**src/rtl/srl_fifo_flagged.sv**
```systemverilog
// Shift-register FIFO with first-word-fall-through read, occupancy count,
// programmable almost-full/almost-empty flags and sticky overflow/underflow.
module srl_fifo_flagged #(
    parameter int DATA_WIDTH = 32,
    parameter int DEPTH      = 16,
    parameter int ADDR_WIDTH = 4,
    parameter int AF_LEVEL   = 14,
    parameter int AE_LEVEL   = 2
) (
    input  logic                  clk,
    input  logic                  reset,
    input  logic [DATA_WIDTH-1:0] if_din,
    input  logic                  if_write,
    output logic                  if_full_n,
    output logic [DATA_WIDTH-1:0] if_dout,
    input  logic                  if_read,
    output logic                  if_empty_n,
    output logic                  if_almost_full,
    output logic                  if_almost_empty,
    output logic [ADDR_WIDTH:0]   if_num_data_valid,
    input  logic                  err_clear,
    output logic                  overflow,
    output logic                  underflow
);

    localparam logic [ADDR_WIDTH:0] LP_DEPTH = DEPTH[ADDR_WIDTH:0];
    localparam logic [ADDR_WIDTH:0] LP_AF    = AF_LEVEL[ADDR_WIDTH:0];
    localparam logic [ADDR_WIDTH:0] LP_AE    = AE_LEVEL[ADDR_WIDTH:0];
    localparam logic [ADDR_WIDTH:0] LP_ONE   = {{ADDR_WIDTH{1'b0}}, 1'b1};

    logic [DATA_WIDTH-1:0] r_mem [DEPTH];
    logic [ADDR_WIDTH:0]   r_count;
    logic                  r_full_n;
    logic                  r_empty_n;
    logic                  r_af;
    logic                  r_ae;
    logic                  r_ovf;
    logic                  r_unf;

    logic                  w_wr_ok;
    logic                  w_rd_ok;
    logic [ADDR_WIDTH:0]   w_cnt_nxt;
    logic [ADDR_WIDTH:0]   w_cnt_m1;
    logic [ADDR_WIDTH-1:0] w_raddr;

    // Accepts are gated only by registered flags, so no input-to-flag comb path.
    assign w_wr_ok = if_write & r_full_n;
    assign w_rd_ok = if_read  & r_empty_n;

    always_comb begin
        w_cnt_nxt = r_count;
        if (w_wr_ok && !w_rd_ok)
            w_cnt_nxt = r_count + LP_ONE;
        else if (w_rd_ok && !w_wr_ok)
            w_cnt_nxt = r_count - LP_ONE;
    end

    // Oldest entry sits at count-1; a shift plus pop keeps the new oldest there.
    assign w_cnt_m1 = r_count - LP_ONE;
    assign w_raddr  = (r_count == '0) ? '0 : w_cnt_m1[ADDR_WIDTH-1:0];
    assign if_dout  = r_mem[w_raddr];

    always_ff @(posedge clk) begin
        if (w_wr_ok && !reset) begin
            for (int i = DEPTH - 1; i > 0; i--)
                r_mem[i] <= r_mem[i-1];
            r_mem[0] <= if_din;
        end
    end

    always_ff @(posedge clk) begin
        if (reset) begin
            r_count   <= '0;
            r_full_n  <= 1'b1;
            r_empty_n <= 1'b0;
            r_af      <= 1'b0;
            r_ae      <= 1'b1;
        end else begin
            r_count   <= w_cnt_nxt;
            r_full_n  <= (w_cnt_nxt <  LP_DEPTH);
            r_empty_n <= (w_cnt_nxt != '0);
            r_af      <= (w_cnt_nxt >= LP_AF);
            r_ae      <= (w_cnt_nxt <= LP_AE);
        end
    end

    // Clear wins over a same-cycle protocol violation.
    always_ff @(posedge clk) begin
        if (reset || err_clear) begin
            r_ovf <= 1'b0;
            r_unf <= 1'b0;
        end else begin
            r_ovf <= r_ovf | (if_write & ~r_full_n);
            r_unf <= r_unf | (if_read  & ~r_empty_n);
        end
    end

    assign if_full_n         = r_full_n;
    assign if_empty_n        = r_empty_n;
    assign if_almost_full    = r_af;
    assign if_almost_empty   = r_ae;
    assign if_num_data_valid = r_count;
    assign overflow          = r_ovf;
    assign underflow         = r_unf;

endmodule

```
**config.mk**
```make
export PLATFORM = sky130hd
export DESIGN_NAME = srl_fifo_flagged
export DESIGN_NICKNAME = d
export VERILOG_FILES = /design/src/rtl/srl_fifo_flagged.sv
export SDC_FILE = /design/constraint.sdc
export NUM_CORES = 1
export LEC_CHECK = 0
export ABC_AREA = 1
export BUFFER_PORTS_ARGS = -buffer_cell sky130_fd_sc_hd__buf_4
export CAP_MARGIN = 40
export CORE_UTILIZATION = 56
export CTS_CLUSTER_DIAMETER = 120
export DETAILED_ROUTE_END_ITERATION = 16
export PLACE_DENSITY = 0.81
export SETUP_SLACK_MARGIN = 0.3
export SYNTH_ARGS = -nofsm -noshare
export SYNTH_HDL_FRONTEND = slang
export SYNTH_SLANG_ARGS = --single-unit
```
**constraint.sdc**
```tcl
create_clock -name clk -period 22.3 [get_ports clk]
set_input_delay 1.115 -clock clk [delete_from_list [all_inputs] [get_ports clk]]
set_output_delay 1.115 -clock clk [all_outputs]
set_load 0.01 [all_outputs]
```
==> impl_metrics.toml, run 1 <==
[run_status]
status = "complete, no violations"

[power]
pwr_density_cell_mw_per_mm2 = 145
power.leakage_uw = 0.0102
p_sw_frac = 0.399
clkPwrFrac = 0.239
switching_power_uw = 1470
combPwrFrac = 0.433
intPower_uw = 2220
p_seq_frac = 0.328
p_total_uw = 3690
ir_drop_mv = 0.0968

[worst_setup_path]
rrSetupSlack_ps = 19370
crit_required_ps = 21190
start_kind = "register"
critPathCaptureType = "primary output"
crit_arrival_ps = 5490
crit_type = "register to primary output"
critPathMaxFanout = 83

[clock_network]
clock-sinks = 523
cts_hold_buf = 0
clkTransAtPathRegs_ps = 60
clock_path_buffers = 3
cts.repair.resized = 0
h-tree-depth = 2
cts_tree = "built"
clock_latency_ps = 590
cts-root-buf = "clkbuf_16"
cts_setup_buffers = 0
numCtsBuffers = 53

[sta]
timing.final.crit_share = 0.296
rsz0062_at_grt = "false"
setup_tns_ps = 0
min_period_ps = 6610
clock_skew_ps = 20.7
slew_headroom = 0.206
worstMarginPinSlew_ps = 1190
maxSlewViolCount = 0
setup_viol = 0
fin_hold_ws_ps = 432
clock.fmax_ghz = 0.151
hold_viol = 0

[final_layout]
drive_above_1_share = 0.0924
fillers = 2891
diodes = 0
nets = 2065
multiInputGateArea_mm2 = 0.00513
seqCellArea_mm2 = 0.0156
area_growth_syn_to_layout_pct = 12.2
fin_cells = 2592

[floorplan]
rows = 73
io_pins = 80
core_mm2 = 0.0398
die_w_um = 203
die_h_um = 203
dieArea_mm2 = 0.0412
initial_core_util = 0.568

[logic_synthesis]
async_reset_ff_frac = 0
synth_common_cells = "512 x edfxtp_1, 426 x nand3_1, 334 x inv_1, 324 x nand2_1, 96 x o2111ai_1"
synth.distinct_cells = 24
syn_nets = 2037
yosysWarningCount = 0
avgSynthCellArea_um2 = 11.3
synth_ff_type = "edfxtp_1"
synth_seq_cells = 523
synth.top_cell.area_share = 0.680
yosysTopAreaCell = "edfxtp_1"
syn_inst = 1997
synth.area.top_cells = "edfxtp_1 68%, nand3_1 9.4%, inv_1 5.5%"
synth-edff-count = 512
synth_seq_area_share = 0.690
netlist_area_mm2 = 0.0226
synth.most_common_cell = "edfxtp_1"

[routing]
via_per_inst = 5.85
post_drt_wl_per_cell_um = 19.0
drt_pre_antenna_iters = 8
drt_iter0_drc = 1667
vias = 15200
drc = 0
postRouteAntennaNets = 0
wl_um = 49300

[grt]
grt.overflow.total = 0
antenna_found_initial = 0
grt_start_max_net_pins = 220
grtUsageTotal = 0.240
grt_pass1_wl_um = 79100
grt_pass1_vias = 15300

[job]
drv_cap = 0

[placed_design]
post-dp-hpwl_um = 26600
place.gp.congestion = 0.802
portBuffers = 79
placedCellCount = 2495

[worst_hold_path]
hp-class = "register to register"
## final timing paths
path / end / cells past startpoint / start
max: if_dout[28] / 16 / if_num_data_valid[0]
min: r_mem[14][11] / 0 / r_mem[13][11]
max reg2reg: r_mem[6][22] / 4 / if_full_n
min reg2reg: r_mem[14][11] / 0 / r_mem[13][11]
## cells by family after synthesis
group	after synthesis	share of synthesized area
simple gates	902	0.186
flops	523	0.690
buf+inv	469	0.0846
compound gates	100	0.0381
fa+ha+maj	3	0.00166
## worst max-delay path: stages (launching register included)
cell and delay [ps]:
dfxtp_4 430, inv_6 300, buf_16 350, ha_1 220, inv_1 50, nor2_1 290
nand2_8 410, buf_4 550, nand2_4 630, buf_4 530, buf_16 290, nand2_1 90
nand3_1 100, nand3_1 130, nand3_1 160, nand2_1 90, buf_4 150
## layout make-up
class / count / area share
Timing Repair Buffer: 104 / 0.0401
Tap cell: 525 / 0.0259
Clock buffer: 61 / 0.0534
Multi-Input combinational cell: 1005 / 0.202
Inverter: 338 / 0.0503
Sequential cell: 523 / 0.615
Clock inverter: 36 / 0.0135
## layout by cell type (no fill, tap or decap), drive strengths merged
cell / n
a21oi: 4
nor2: 79
nand2: 327
nand4: 3
and2: 1
o2111ai: 96
nand3: 426
nand3b: 65
inv: 338
or2: 1
ha: 3
bufinv: 7
clkinv: 29
edfxtp: 512
dfxtp: 11
clkbuf: 61
buf: 104
## power groups by stage
stage	combinational (uW)	sequential [uW]	clock, uW
floorplan	1030	1240	0
global placement	1470	1220	0
detailed placement	1570	1230	0
CTS	1590	1210	894
global route	1730	1210	930
finish	1600	1210	882
## sequential cells by signal, summed over array words and instances (netlist names)
signal	flops
r_mem	512
if_num_data_valid	5
if_almost_empty	1
if_almost_full	1
if_empty_n	1
if_full_n	1
overflow	1
underflow	1
## per-layer routing
| metal | track usage | up-vias | part of all wire |
|---|---|---|---|
| met5 | 0 | - | 0 |
| met2 | 0.386 | 708 | 0.48 |
| met3 | 0.0483 | 105 | 0.080 |
| met4 | 0.0862 | 0 | 0.025 |
| met1 | 0.327 | 7381 | 0.42 |
| li1 | - | 6957 | - |
## through the flow
step	area, um2	setup slack [ps]	utilization
2_1_floorplan	22600	7220	-
3_3_place_gp	23400	16180	0.587
3_5_place_dp	23700	16410	0.595
4_1_cts	25400	15740	0.637
5_1_grt	25400	15500	0.637
6_report	25400	15690	0.637
Note: power is estimated with default switching activity, not from simulation.
==> run 2, diff against run 1 <==
Settings changed: ABC_AREA 1 to 0.
Clock period 22.3 ns to 6 ns, I/O delays scaled along.
==> run 2 against run 1 <==
Net effect:
- sequential power grew to 3.6 times the previous value
- hold slack worse by 380 ps
- die area is 5.5% lower
- clock skew is 2.8 ps lower
- combinational power is 66% higher
- utilization is 1.6 points higher
- non-clock buffer count is 33 higher
- cell count is 19% lower
- cell area is 3.2% lower
- largest cell class unchanged
==> impl_metrics.toml, run 2 <==
[logic_synthesis]
synth_ff_type = "edfxtp_1"
yosysWarningCount = 0
synth_top_family_by_area = "compound AO/OA/AOI/OAI gates"
synth.most_common_cell = "edfxtp_1"
netlist_area_mm2 = 0.0213
synth.distinct_cells = 46
synth_compound_area_frac = 0.117
synth_seq_cells = 523
muxShareOfSynthArea = 0.0319
synth-edff-count = 512
yosys.area_share.simple = 0.0928
synthAdderAreaFrac = 0.00176
syn_nets = 1518
avgSynthCellArea_um2 = 14.4
async_reset_ff_frac = 0
synth.top_cell.area_share = 0.720
synth.area.top_cells = "edfxtp_1 72%, nand2_1 3.5%, a211oi_1 3.4%"
syn_inst = 1478
synthXorXnorAreaFrac = 0.000821
synth_seq_area_share = 0.731
yosysTopAreaCell = "edfxtp_1"
synth_common_cells = "512 x edfxtp_1, 199 x nand2_1, 96 x a211oi_1, 76 x clkbuf_1, 72 x nor2_1"

[power]
combPwrFrac = 0.257
p_sw_frac = 0.301
p_total_uw = 10300
switching_power_uw = 3120
pwr_density_cell_mw_per_mm2 = 421
clkPwrFrac = 0.320
power.leakage_uw = 0.00816
intPower_uw = 7230
ir_drop_mv = 0.410
p_seq_frac = 0.424

[placed_design]
place.gp.congestion = 0.804
portBuffers = 79
post-dp-hpwl_um = 23700

[worst_hold_path]
hold_path_depth = 3
hp-class = "input port to register"

[grt]
antenna_found_initial = 1
grt.overflow.total = 0
grt_pass1_vias = 12600
grt_start_max_net_pins = 197
grt_pass1_wl_um = 70500
grtUsageTotal = 0.232

[sta]
setup_tns_ps = 0
clock_skew_ps = 17.9
hold_viol = 0
clock.fmax_ghz = 0.233
maxSlewViolCount = 0
timing.final.crit_share = 0.715
rsz0062_at_grt = "false"
worstMarginPinSlew_ps = 1080
slew_headroom = 0.282
min_period_ps = 4290
setup_viol = 0

[job]
drv_cap = 0

[routing]
drt_iter0_drc = 1706
vias = 13000
wl_um = 45000
via_per_inst = 6.21
drc = 0
drt_pre_antenna_iters = 5
post_drt_wl_per_cell_um = 21.4
postRouteAntennaNets = 0

[worst_setup_path]
critPathMaxFanout = 53
critPathCaptureType = "primary output"
cp_slowest_cell = "dfxtp_4"
reg2reg_depth = 7
crit_type = "register to primary output"
cp_common_cell = "buf_4"
slowest_delay_ps = 800
cp_cell_sequence = "inv_2 -> ha_4 -> nor4b_4 -> nor2_4 -> buf_4 -> nand2_1 -> a311oi_1 -> o31a_1 -> buf_4"
start_kind = "register"
crit_required_ps = 5700
crit_arrival_ps = 3990

[final_layout]
diodes = 0
utilization = 0.654
top_register = "r_mem"
nets = 1589
drive_above_1_share = 0.127
layout_commonest_cell = "edfxtp_1"
final_cell_mix = "512 x edfxtp_1, 198 x nand2_1, 96 x a211oi_1"
largest_reg_flops = 512
area_growth_syn_to_layout_pct = 15.1

[floorplan]
die_w_um = 197
io_pins = 80
core_mm2 = 0.0376
dieArea_mm2 = 0.0389
die_h_um = 197
rows = 71
initial_core_util = 0.568

[clock_network]
cts-root-buf = "clkbuf_16"
numCtsBuffers = 49
clkTransAtPathRegs_ps = 60
clock_latency_ps = 570
clock-sinks = 523
clock_path_buffers = 3
h-tree-depth = 2
cts_tree = "built"

[run_status]
status = "complete, no violations"
==> run 2: cell count changes after synthesis, moves of 66 or more <==
cell       previous run  this run
nand2_1             324       199
inv_1               334         6
o2111ai_1            96         0
nand3_1             426         4
mux2i_1               0        67
o22ai_1               0        66
a211oi_1              0        96
==> run 2: worst paths after layout <==
kind | slack [ps] | start | endpoint
setup / recovery | 1710 | if_num_data_valid[0] | if_dout[7]
hold / removal | 50 | if_read | underflow
setup reg to reg | 3320 | if_num_data_valid[0] | if_almost_empty
hold reg to reg | 440 | r_mem[9][28] | r_mem[10][28]
==> run 2: power by group through the flow <==
stage | clock network [uW] | logic, uW | registers, uW
after floorplan | 0 | 1670 | 4440
after global placement | 0 | 2470 | 4440
after detailed placement | 0 | 2590 | 4450
after CTS | 3350 | 2640 | 4380
after global routing | 3480 | 2850 | 4400
final | 3310 | 2660 | 4380
==> run 2: worst max-delay path, delay by kind of cell (launching register included) <==
kind                       cells  cell delay (ps)
buffers and inverters          3              840
adders and majority gates      1              210
AOI/OAI and AO/OA              2              570
and+or+nand+nor                3              970
DFF                            1              800
==> run 2: what timing repair did <==
action,CTS,global route
resized for setup,0,0
setup buffers,0,0
hold buffers,34,0
hold endpoints to repair,37,0
==> run 2: area by class of cell <==
type                    instances  area [um2]
flip-flops and latches        523       15600
well taps                     511         639
multi-input cells             831        5270
repair buffers                137        1300
clock inverters                38         484
clock buffers                  53        1240
inverters                       7        26.3
fillers                      2453       13000
==> run 2: per-stage QoR <==
stage               hold WS (ps)  cells  setup WS [ps]  area [um2]
global route                49.5   2100           1520       24600
global placement             421   1969           2300       22300
detailed placement           429   1975           2340       22500
finish                      52.9   2100           1710       24600
CTS                         32.8   2100           1720       24600
floorplan                    379   1478          -2410       21400
==> run 2: logic make-up (layout without fill, tap and decap cells) <==
kind of cell,Yosys count,count (layout)
xor gates and xnor gates,2,2
AOI/OAI and AO/OA,336,336
adders and majority gates,3,3
DFF,523,523
muxes,68,68
buffers and inverters,124,235
and+or+nand+nor,422,422
==> run 2: per-layer routing <==
metal	share of wire	global-route usage	vias to the layer above
met3	0.077	0.0365	81
met5	0.00029	0	-
met4	0.025	0.0718	2
met2	0.48	0.366	614
li1	-	-	5910
met1	0.42	0.333	6434
